File: config.mk
export PLATFORM = sky130hd
export DESIGN_NAME = csa_pipe_addsub
export DESIGN_NICKNAME = d
export VERILOG_FILES = /design/src/rtl/csa_pipe_addsub.sv
export SDC_FILE = /design/constraint.sdc
export NUM_CORES = 1
export LEC_CHECK = 0
export BUFFER_PORTS_ARGS = -buffer_cell sky130_fd_sc_hd__buf_2
export CELL_PAD_IN_SITES_DETAIL_PLACEMENT = 1
export CELL_PAD_IN_SITES_GLOBAL_PLACEMENT = 2
export CORE_MARGIN = 3
export CORE_UTILIZATION = 32
export DETAILED_ROUTE_END_ITERATION = 12
export PLACE_DENSITY_LB_ADDON = 0.1
export SYNTH_ARGS = -nofsm -noshare
export SYNTH_HDL_FRONTEND = slang
export SYNTH_SLANG_ARGS = --single-unit
File: constraint.sdc
create_clock -name clock -period 1.64 [get_ports clock]
set_clock_uncertainty 0.15 [all_clocks]
set_input_delay 0.41 -clock clock [delete_from_list [all_inputs] [get_ports clock]]
set_output_delay 0.41 -clock clock [all_outputs]
set_load 0.01 [all_outputs]
File: src/rtl/csa_pipe_addsub.sv
// ---------------------------------------------------------------------------
// csa_pipe_addsub -- two-stage pipelined carry-select adder/subtractor.
//
// Stage 1 computes every segment twice, once for carry-in 0 and once for
// carry-in 1. The exception is segment 0, which uses the real carry-in.
// Stage 2 walks the segment chain, picks one sum per segment from the
// resolved carries, and registers result, carry-out and signed overflow.
//
// Parameters:
//   WIDTH  operand/result width; must be a multiple of SEG
//   SEG    carry-select segment width; WIDTH/SEG must be >= 2
//
// Ports:
//   clock          rising-edge clock
//   reset_n        asynchronous active-low reset
//   in_valid       operand bundle valid
//   in_ready       a bundle can be accepted this cycle
//   data_operandA  operand A
//   data_operandB  operand B
//   ctrl_sub       0 = A+B, 1 = A-B
//   out_valid      result bundle valid
//   out_ready      downstream takes the result this cycle
//   data_result    sum/difference (modulo 2^WIDTH)
//   cout           carry out of the MSB (for subtract, 1 = no borrow)
//   overflow       signed two's-complement overflow
//
// Optional feature (macro CSA_SATURATE_EN):
//   When the macro is defined, a result that overflows is clamped to max
//   positive or min negative, chosen by the sign of operand A. Overflow and
//   cout are still reported unchanged. When the macro is not defined, the
//   result wraps around.
// ---------------------------------------------------------------------------

// One carry-select segment. It produces the sum and carry-out for both
// possible carry-ins.
module csa_seg #(
    parameter int SEG = 16
) (
    input  logic [SEG-1:0] a,
    input  logic [SEG-1:0] b,
    output logic [SEG-1:0] sum0,
    output logic [SEG-1:0] sum1,
    output logic           c0,
    output logic           c1
);
    assign {c0, sum0} = {1'b0, a} + {1'b0, b};
    assign {c1, sum1} = {1'b0, a} + {1'b0, b} + {{SEG{1'b0}}, 1'b1};
endmodule

module csa_pipe_addsub #(
    parameter int WIDTH = 32,
    parameter int SEG   = 16
) (
    input  logic             clock,
    input  logic             reset_n,
    input  logic             in_valid,
    output logic             in_ready,
    input  logic [WIDTH-1:0] data_operandA,
    input  logic [WIDTH-1:0] data_operandB,
    input  logic             ctrl_sub,
    output logic             out_valid,
    input  logic             out_ready,
    output logic [WIDTH-1:0] data_result,
    output logic             cout,
    output logic             overflow
);
    localparam int NSEG = WIDTH / SEG;

    // -----------------------------------------------------------------
    // Handshake: vld_pipe[1] is stage 1 occupancy, vld_pipe[2] is stage 2.
    // -----------------------------------------------------------------
    logic [2:1] vld_pipe;
    logic       s1_load;
    logic       s2_load;

    // s2 can take a bundle when it is empty or its bundle leaves this cycle.
    assign s2_load   = vld_pipe[1] & (~vld_pipe[2] | out_ready);
    // out_ready feeds in_ready combinationally, so a full pipe still
    // streams one bundle per cycle.
    assign in_ready  = ~vld_pipe[1] | ~vld_pipe[2] | out_ready;
    assign s1_load   = in_valid & in_ready;
    assign out_valid = vld_pipe[2];

    always_ff @(posedge clock or negedge reset_n) begin
        if (!reset_n) begin
            vld_pipe <= '0;
        end else begin
            if (s1_load)      vld_pipe[1] <= 1'b1;
            else if (s2_load) vld_pipe[1] <= 1'b0;

            if (s2_load)        vld_pipe[2] <= 1'b1;
            else if (out_ready) vld_pipe[2] <= 1'b0;
        end
    end

    // -----------------------------------------------------------------
    // Operand prep: subtract is A + ~B + 1.
    // -----------------------------------------------------------------
    logic [WIDTH-1:0]           b_op;
    logic [NSEG-1:0][SEG-1:0]   a_seg;
    logic [NSEG-1:0][SEG-1:0]   b_seg;

    assign b_op  = ctrl_sub ? ~data_operandB : data_operandB;
    assign a_seg = data_operandA;
    assign b_seg = b_op;

    // Segment 0 sees the real carry-in, so it needs only one adder.
    logic [SEG-1:0] lo_sum;
    logic           lo_c;
    assign {lo_c, lo_sum} = {1'b0, a_seg[0]} + {1'b0, b_seg[0]} + {{SEG{1'b0}}, ctrl_sub};

    // Upper segments: one dual-sum instance per segment.
    logic [NSEG-1:1][SEG-1:0] seg_sum0;
    logic [NSEG-1:1][SEG-1:0] seg_sum1;
    logic [NSEG-1:1]          seg_c0;
    logic [NSEG-1:1]          seg_c1;

    for (genvar k = 1; k < NSEG; k++) begin : g_seg
        csa_seg #(.SEG(SEG)) u_seg (
            .a    (a_seg[k]),
            .b    (b_seg[k]),
            .sum0 (seg_sum0[k]),
            .sum1 (seg_sum1[k]),
            .c0   (seg_c0[k]),
            .c1   (seg_c1[k])
        );
    end

    // The carry into the MSB equals sum_msb ^ a_msb ^ b_msb. This recovers
    // the value for both carry-in cases without a separate (SEG-1)-bit adder.
    logic msbcin0;
    logic msbcin1;
    assign msbcin0 = seg_sum0[NSEG-1][SEG-1] ^ data_operandA[WIDTH-1] ^ b_op[WIDTH-1];
    assign msbcin1 = seg_sum1[NSEG-1][SEG-1] ^ data_operandA[WIDTH-1] ^ b_op[WIDTH-1];

    // -----------------------------------------------------------------
    // Stage 1 registers
    // -----------------------------------------------------------------
    logic [SEG-1:0]           s1_lo_sum;
    logic                     s1_lo_c;
    logic [NSEG-1:1][SEG-1:0] s1_sum0;
    logic [NSEG-1:1][SEG-1:0] s1_sum1;
    logic [NSEG-1:1]          s1_c0;
    logic [NSEG-1:1]          s1_c1;
    logic                     s1_msbcin0;
    logic                     s1_msbcin1;
`ifdef CSA_SATURATE_EN
    logic                     s1_sign;
`endif

    always_ff @(posedge clock or negedge reset_n) begin
        if (!reset_n) begin
            s1_lo_sum  <= '0;
            s1_lo_c    <= 1'b0;
            s1_sum0    <= '0;
            s1_sum1    <= '0;
            s1_c0      <= '0;
            s1_c1      <= '0;
            s1_msbcin0 <= 1'b0;
            s1_msbcin1 <= 1'b0;
`ifdef CSA_SATURATE_EN
            s1_sign    <= 1'b0;
`endif
        end else if (s1_load) begin
            s1_lo_sum  <= lo_sum;
            s1_lo_c    <= lo_c;
            s1_sum0    <= seg_sum0;
            s1_sum1    <= seg_sum1;
            s1_c0      <= seg_c0;
            s1_c1      <= seg_c1;
            s1_msbcin0 <= msbcin0;
            s1_msbcin1 <= msbcin1;
`ifdef CSA_SATURATE_EN
            s1_sign    <= data_operandA[WIDTH-1];
`endif
        end
    end

    // -----------------------------------------------------------------
    // Stage 2: serial carry resolution and select
    // -----------------------------------------------------------------
    logic [NSEG-1:0][SEG-1:0] res_seg;
    logic                     sel;
    logic                     msbc;
    logic                     cout_nxt;
    logic                     ovf_nxt;
    logic [WIDTH-1:0]         res_nxt;

    always_comb begin
        res_seg    = '0;
        res_seg[0] = s1_lo_sum;
        sel        = s1_lo_c;
        msbc       = 1'b0;
        for (int k = 1; k < NSEG; k++) begin
            // The top segment's carry into the MSB is picked by the same sel.
            if (k == NSEG-1) msbc = sel ? s1_msbcin1 : s1_msbcin0;
            res_seg[k] = sel ? s1_sum1[k] : s1_sum0[k];
            sel        = sel ? s1_c1[k] : s1_c0[k];
        end
        cout_nxt = sel;
        ovf_nxt  = msbc ^ sel;
`ifdef CSA_SATURATE_EN
        // Overflow needs both operands to share a sign, so A's sign picks
        // the direction of the clamp.
        if (ovf_nxt)
            res_nxt = s1_sign ? {1'b1, {(WIDTH-1){1'b0}}} : {1'b0, {(WIDTH-1){1'b1}}};
        else
            res_nxt = res_seg;
`else
        res_nxt = res_seg;
`endif
    end

    // Output registers load only on advance, so they hold during a stall.
    always_ff @(posedge clock or negedge reset_n) begin
        if (!reset_n) begin
            data_result <= '0;
            cout        <= 1'b0;
            overflow    <= 1'b0;
        end else if (s2_load) begin
            data_result <= res_nxt;
            cout        <= cout_nxt;
            overflow    <= ovf_nxt;
        end
    end

endmodule
Word level (Yosys, flattened, before mapping) --
Index checks and enable logic that the tools add are counted.
Word-level totals: register bits 89, latch bits 0, memory bits (writable) 0, ROM bits 0, input bits 69, output and inout bits 36, logic and storage cells 40, memories kept 0
Operators by class: add/sub/neg operators 4, multipliers 0, divide/modulo/power cells 0, $lt $le $gt $ge 0, equality and inequality tests 0, shift-type cells 0, muxes and demuxes 8, bitwise gates (word level) 13, reduce and logical (&&, ||, !) cells 2
Operators with widths (count):
- $add 16x16->17 | 2
- $mux 32 | 1
- $not 32->32 | 1
- $add 17x1->17 | 1
- $add 17x1->17 const B | 1
- $mux 16 | 1
- $mux 1 | 6
- $xor 1x1->1 | 5
- $reduce_bool 2->1 | 2
- $or 1x1->1 | 3
- $and 1x1->1 | 2
- $not 1->1 | 2

Logic depth before layout (Yosys ltp) --
Gate-level depths: netlist of the first run.
depth after elaboration 6, mapped depth 13, mapped depth without buffers 11

Cells and area by module --
A second synthesis of the first run with hierarchy kept.
Unflattened totals: cells, all modules 629, area, all modules 5750.5 sq um
Modules (own cells, without submodules):
- csa_pipe_addsub | times used 1, cells an instance 477, area an instance 4578.1 sq um, seq. area each 2227.1 sq um
- csa_seg | times used 1, cells an instance 152, area an instance 1172.4 sq um, seq. area each 0.0 sq um

Worst setup path before layout of the first run --
OpenSTA, ideal clock, no wires.
path type input-to-reg, from input ctrl_sub, to register s1_sum1[14] (netlist name), setup time 0.125 ns, arrival time 3.609 ns, data required time 1.365 ns, slack -2.243 ns, stages on the path 13, cell sequence clkbuf_1 > buf_1 > xor2_1 > ha_1 > fa_1 > a21o_2 > a221oi_1 > xnor2_1 > nand2_1 > or4_1 > nor3_1 > xnor2_1 > mux2_2
On the way: longest elaborated chain between the ends 3
RTL lines:
- start: declaration | line 60 | input logic ctrl_sub,
- $mux 32 | line 103 | assign b_op = ctrl_sub ? ~data_operandB : data_operandB;
- $add 16x16->17 | line 47 | assign {c1, sum1} = {1'b0, a} + {1'b0, b} + {{SEG{1'b0}}, 1'b1};
- $add 17x1->17 | line 47
- end signal: assignment | line 168 | s1_sum1 <= seg_sum1;
- end: declaration | line 142 | logic [NSEG-1:1][SEG-1:0] s1_sum1;
Every way passes these cells. A chain may end at the register's enable or synchronous reset.

Worst setup path in the final report of the first run --
Ends and elaborated chain as after synthesis.

==> results of run 1 <==
## final timing paths
kind                                 startpoint         endpoint  slack (ps)  depth (start not counted)
worst max register to register      vld_pipe[1]    s1_lo_sum[14]         -60                          7
worst max-delay path                   ctrl_sub      s1_sum1[14]       -1450                         13
worst min-delay path                   in_valid      vld_pipe[1]         190                          2
min in group asynchronous               reset_n      s1_sum1[10]         460                          3
max in group asynchronous               reset_n      vld_pipe[1]         560                          3
worst min register to register  data_result[27]  data_result[27]         320                          2
## worst max-delay path, stage by stage
cell	delay [ps]
buf_12	120
buf_12	140
xor2_4	170
fa_2	430
a211oi_4	260
o22ai_1	140
nor4_2	260
buf_4	180
nand2_1	60
or4_4	460
nor3_2	160
xnor2_1	90
mux2_2	270
## cell type report
| type | count | area (sq um) | share of cell area |
|---|---|---|---|
| Clock buffer | 10 | 239.0 | 0.02715 |
| Multi-Input combinational cell | 438 | 4065 | 0.4618 |
| Inverter | 7 | 26.28 | 0.002985 |
| Clock inverter | 6 | 112.6 | 0.01279 |
| Timing Repair Buffer | 257 | 1857 | 0.2109 |
| Tap cell | 220 | 275.3 | 0.03127 |
| Sequential cell | 89 | 2227 | 0.2530 |
## power by group through the flow
stage          clock network (W)  logic, W  registers [W]
6_report                 0.00239   0.00475        0.00337
5_1_grt                  0.00257   0.00520        0.00347
4_1_cts                  0.00246   0.00450        0.00339
3_5_place_dp                   0   0.00395        0.00342
3_3_place_gp                   0   0.00383        0.00338
2_1_floorplan                  0   0.00219        0.00347
## cell families after synthesis
logic type | Yosys count
AO/OA/AOI/OAI | 125
XOR/XNOR | 68
adder cells (fa/ha/maj) | 34
buffers and inverters | 29
flip-flops | 89
multiplexers | 53
AND/OR/NAND/NOR | 158
## routing by layer
metal	routed length, um	global-route usage	part of all wire
met3	475	0.02621	0.028
met5	0	0	0
met4	121	0.03432	0.0071
met2	8434	0.2914	0.50
met1	7996	0.2432	0.47
## flip-flops by register name (all words and copies together), names as in the netlist, 2 cells and up
name and cells:
data_result 32, s1_lo_sum 16, s1_sum0 16, s1_sum1 16, vld_pipe 2
## per-stage QoR
step | std cells | hold WS (ps) | cell area, sq um | setup WS (ps) | utilization
global placement | 976 | 259.3 | 7453 | -1784 | 0.4416
global route | 1027 | 207.4 | 8802 | -1553 | 0.5215
floorplan | 556 | -35.59 | 5863 | -1749 | -
finish | 1027 | 193.4 | 8802 | -1451 | 0.5215
detailed placement | 976 | 266.5 | 7453 | -1965 | 0.4416
CTS | 1022 | 158.8 | 8504 | -1443 | 0.5039
## Yosys cell counts (7+ instances only)
cell type / count / area, sq um
dfrtp_1: 89 / 2227
nand2_1: 69 / 259.0
o21ai_0: 49 / 245.2
xor2_1: 44 / 385.4
mux2_2: 36 / 405.4
ha_1: 32 / 400.4
xnor2_1: 23 / 201.4
nor2_1: 20 / 75.07
mux2i_1: 17 / 170.2
a21oi_1: 15 / 75.07
clkbuf_1: 15 / 56.30
nor3_1: 12 / 60.06
a21o_1: 11 / 82.58
nand3_1: 10 / 50.05
a211oi_1: 7 / 52.55
inv_1: 7 / 26.28
## what timing repair did
action                                  in CTS  in global routing
endpoints found under the setup margin      51                 52
gates resized for setup                    101                 55
endpoints found under the hold margin       89                  0
hold buffers                                 1                  0
buffers inserted                            33                 10
pin swaps                                   46                 32
==> metrics.csv, run 1 <==
stage;metric;value;unit
yosys;yosys_most_used_dff;dfrtp_1;
clock_network;cts_buffers;9;
power_and_ir_drop;finalPower;0.01051;W
grt;grt_max_degree;42;
grt;grt-ovfl-total;0;
critical_path;worstPathArrival;3150;ps
grt;grt_antenna_before_repair;0;
yosys;synth-compound-area-share;0.1547;
clock_network;tritoncts;yes;
die;core-area;0.01688;sq mm
yosys;synth_area;0.005623;sq mm
sta;fin_crit_sh;1.885;
power_and_ir_drop;switching_share;0.3401;
critical_path;path_class;in2reg;
place;gp_congestion;0.8579;
sta;hold_viol_final;0;
cells_and_area;area_growth;56.54;%
die;initial_core_util;0.3332;
clock_network;insertion_delay;330;ps
critical_path;cp_data_required_time;1700;ps
drt;vias;5037;
cells_and_area;antennaDiodeCount;0;
cells_and_area;fillers;1867;
yosys;synth_xor_xnor_area_share;0.1084;
power_and_ir_drop;p_int;0.006939;W
die;io_pins;105;
sta;slew_headroom;0.7075;
critical_path;crit_fanout;6;
yosys;synth.mux.area_fraction;0.1024;
yosys;synth_edf_count;0;
power_and_ir_drop;combPwrFrac;0.452;
clock_network;cts_max_level;3;
yosys;yosys.area_share.adder;0.07833;
sta;tightest_slew;435.4;ps
power_and_ir_drop;power_frac_seq;0.321;
critical_path;cp-start-kind;input port;
yosys;yosys_warnings;0;
die;placementRows;47;
clock_network;path_clk_slew;60;ps
grt;grt_pass1_wl;27840;um
cells_and_area;final_common_cell;buf_4;
place;dp_hpwl;12600;um
clock_network;cts-root-buf;clkbuf_16;
clock_network;clk_path_buf_depth;2;
clock_network;cts.sinks;89;
power_and_ir_drop;power_frac_clock;0.227;
die;die_area;0.01920;sq mm
yosys;ys_seq_area_frac;0.3961;
sta;fmax;323.5;MHz
drt;via_per_inst;4.905;
yosys;ys_types;66;
yosys;synth_cells;556;
cells_and_area;drive_above_1_share;0.5279;
run_status;status;complete, but fails checks;
sta;slew_viol_final;0;
drt;routed_wl;17030;um
die;fp.dieH;138.6;um
sta;timing.setup.tns;-43590;ps
drt;drtIter0Drc;125;
power_and_ir_drop;power-per-cell-area;1194;mW/mm^2
hold_path;hp-class;in2reg;
power_and_ir_drop;switchingPower;0.003575;W
drt;dr.pass1.iters;4;
yosys;synth-seq-cells;89;
grt;grt_pass1_vias;5496;
drt;drt_drc_violations_left;0;
power_and_ir_drop;p_leak;4.033;nW
yosys;synth_simple_gate_area_frac;0.1406;
sta;rsz0062_at_grt;true;
die;fp.dieW;138.6;um
yosys;syn-num-nets;659;
yosys;syn_avg_cell_area;10.11;sq um
sta;setup_violations;50;
drt;wl_per_cell;16.58;um
critical_path;worst_setup_path_end_kind;flop;
drt;ant_nets;0;
cells_and_area;nets;905;
yosys;synthArstFlopShare;1.000;
run;drv_cap;0;
yosys;synth_top_family_by_area;compound AO/OA/AOI/OAI gates;
place;io_buffers;104;
cells_and_area;mostFrequentLayoutCells;buf_4, buf_2, dfrtp_1;
sta;setup_ws;-1451;ps
run_status;violations;negative setup slack;
power_and_ir_drop;peakVddDrop;0.5733;mV
sta;period_needed;3091;ps
grt;grtUsageTotal;0.1746;
Note: power is estimated with default switching activity, not from simulation.
==> inputs of run 2 (changes only) <==
--- a/config.mk
+++ b/config.mk
@@ -11,7 +11,7 @@
 export CORE_MARGIN = 3
 export CORE_UTILIZATION = 32
 export DETAILED_ROUTE_END_ITERATION = 12
-export PLACE_DENSITY_LB_ADDON = 0.1
+export PLACE_DENSITY_LB_ADDON = 0.05
 export SYNTH_ARGS = -nofsm -noshare
 export SYNTH_HDL_FRONTEND = slang
 export SYNTH_SLANG_ARGS = --single-unit
==> metrics.csv, run 2 (synthesis gave the netlist of run 1 again) <==
stage;metric;value;unit;change
place;dp_hpwl;12400;um;-1.6%
sta;slew_headroom;0.6994;;-0.008153
power_and_ir_drop;power_frac_clock;0.204;;-0.023
power_and_ir_drop;p_leak;4.174;nW;+3.5%
run_status;status;complete, but fails checks;;
place;io_buffers;104;;unchanged
critical_path;cp-start-kind;input port;;
cells_and_area;final_common_cell;buf_4;;
drt;routed_wl;17190;um;+0.97%
drt;drt_drc_violations_left;0;;unchanged
die;fp.dieW;138.6;um;unchanged
critical_path;crit_fanout;3;;-3
die;fp.dieH;138.6;um;unchanged
clock_network;cts-root-buf;clkbuf_16;;
critical_path;cp_data_required_time;1710;ps;about the same
grt;grt-ovfl-total;0;;unchanged
cells_and_area;largest_register;data_result;;
clock_network;cts.sinks;89;;unchanged
power_and_ir_drop;switching_share;0.3518;;+0.01178
power_and_ir_drop;p_int;0.006787;W;-2.2%
cells_and_area;nets;918;;+1.4%
clock_network;tritoncts;yes;;
grt;grt_antenna_before_repair;0;;unchanged
sta;tightest_slew;447.5;ps;+12.13 ps
grt;grt_pass1_vias;5411;;-1.5%
sta;period_needed;3107;ps;+15.35 ps
drt;ant_nets;0;;unchanged
place;gp_congestion;0.7900;;-7.9%
clock_network;cts_max_level;3;;unchanged
clock_network;clk_path_buf_depth;2;;unchanged
drt;via_per_inst;4.869;;-0.72%
cells_and_area;mostFrequentLayoutCells;buf_4, buf_2, dfrtp_1;;
clock_network;insertion_delay;340;ps;about the same
drt;drtIter0Drc;158;;+26%
grt;grt_max_degree;44;;+4.8%
grt;grtUsageTotal;0.1711;;-0.003571
sta;fmax;321.9;MHz;-0.49%
sta;setup_ws;-1467;ps;-15.35 ps
sta;setup_violations;50;;unchanged
die;core-area;0.01688;sq mm;unchanged
cells_and_area;area_growth;60.59;%;
cells_and_area;fillers;1820;;-2.5%
critical_path;path_class;in2reg;;
drt;dr.pass1.iters;4;;unchanged
die;initial_core_util;0.3332;;unchanged
cells_and_area;largest_reg_flops;32;;unchanged
power_and_ir_drop;switchingPower;0.003684;W;+3.0%
critical_path;worst_setup_path_end_kind;flop;;
run;drv_cap;0;;unchanged
die;io_pins;105;;unchanged
sta;rsz0062_at_grt;true;;
hold_path;hp-class;in2reg;;
cells_and_area;multi_input_comb_area;0.004125;sq mm;+1.5%
die;placementRows;47;;unchanged
sta;timing.setup.tns;-46010;ps;-2421 ps
sta;slew_viol_final;0;;unchanged
grt;grt_pass1_wl;27240;um;-2.2%
sta;timing.hold.ws;185.0;ps;-8.464 ps
sta;fin_crit_sh;1.894;;+0.009360
cells_and_area;seq_area;0.002227;sq mm;unchanged
sta;hold_viol_final;0;;unchanged
run_status;violations;negative setup slack;;
clock_network;path_clk_slew;60;ps;about the same
cells_and_area;drive_above_1_share;0.5378;;+0.009924
power_and_ir_drop;combPwrFrac;0.473;;+0.021
drt;wl_per_cell;16.53;um;-0.29%
power_and_ir_drop;power_frac_seq;0.323;;+0.002
power_and_ir_drop;peakVddDrop;0.4578;mV;-20%
cells_and_area;antennaDiodeCount;0;;unchanged
drt;vias;5064;;+0.54%
clock_network;cts_buffers;9;;unchanged
power_and_ir_drop;power-per-cell-area;1160;mW/mm^2;-2.9%
place;post-place-ws;-1937;ps;+28.47 ps
critical_path;worstPathArrival;3180;ps;+30 ps
die;die_area;0.01920;sq mm;unchanged
==> run 2: stage by stage <==
step	power, W	instance area (sq um)	utilization	std cells
finish	0.01047	9030	0.5350	1040
global route	0.01120	9030	0.5350	1040
CTS	0.01022	8627	0.5112	1018
detailed placement	0.007360	7443	0.4410	973
global placement	0.007213	7443	0.4410	973
floorplan	0.005657	5863	-	556
==> run 2: worst paths after layout <==
check	slack [ps]	cells after the start	end	from
max in group asynchronous	480	3	s1_lo_sum[0]	reset_n
worst max register to register	-40	6	s1_lo_sum[15]	vld_pipe[2]
worst min-delay path	180	2	vld_pipe[1]	in_valid
min in group asynchronous	370	2	data_result[20]	reset_n
worst min register to register	320	2	data_result[31]	data_result[31]
worst max-delay path	-1470	13	s1_sum1[14]	data_operandB[16]
==> run 2: repair_timing <==
action                                 CTS  global route
endpoints found under the hold margin   21             0
cloned                                   1             2
buffers inserted                        31            26
setup endpoints to repair               51            52
pin swaps                               65            43
gates resized for setup                134            45
hold buffers                             1             0
==> run 2: final cells by class <==
class | instances | share of cell area
multi-input cells | 438 | 0.4568
flip-flops and latches | 89 | 0.2466
repair buffers | 270 | 0.2284
well taps | 220 | 0.03048
clock buffers | 10 | 0.02647
clock inverters | 6 | 0.008314
inverters | 7 | 0.002910
==> run 2: power groups by stage <==
stage	clock (W)	combinational [W]	sequential [W]
floorplan	0	0.00219	0.00347
global placement	0	0.00383	0.00338
detailed placement	0	0.00393	0.00343
CTS	0.00219	0.00464	0.00339
global route	0.00229	0.00542	0.00349
finish	0.00214	0.00495	0.00338
==> run 2: metal layers <==
metal | track usage | share of wire | wire, um | up-vias
li1 | - | - | - | 2513
met1 | 0.2387 | 0.48 | 8279 | 2458
met2 | 0.2829 | 0.48 | 8273 | 84
met3 | 0.02345 | 0.030 | 512 | 9
met4 | 0.04108 | 0.0074 | 127 | 0
met5 | 0 | 0 | 0 | -
==> run 2: critical path, cell delays in order <==
cell      delay, ps
buf_8           100
xor2_2          170
ha_2            200
fa_2            430
a21o_4          240
a221oi_4        320
xnor2_2         180
buf_4           170
nand2_4          50
or4_4           430
nor3_4          130
xnor2_1          80
mux2_4          260
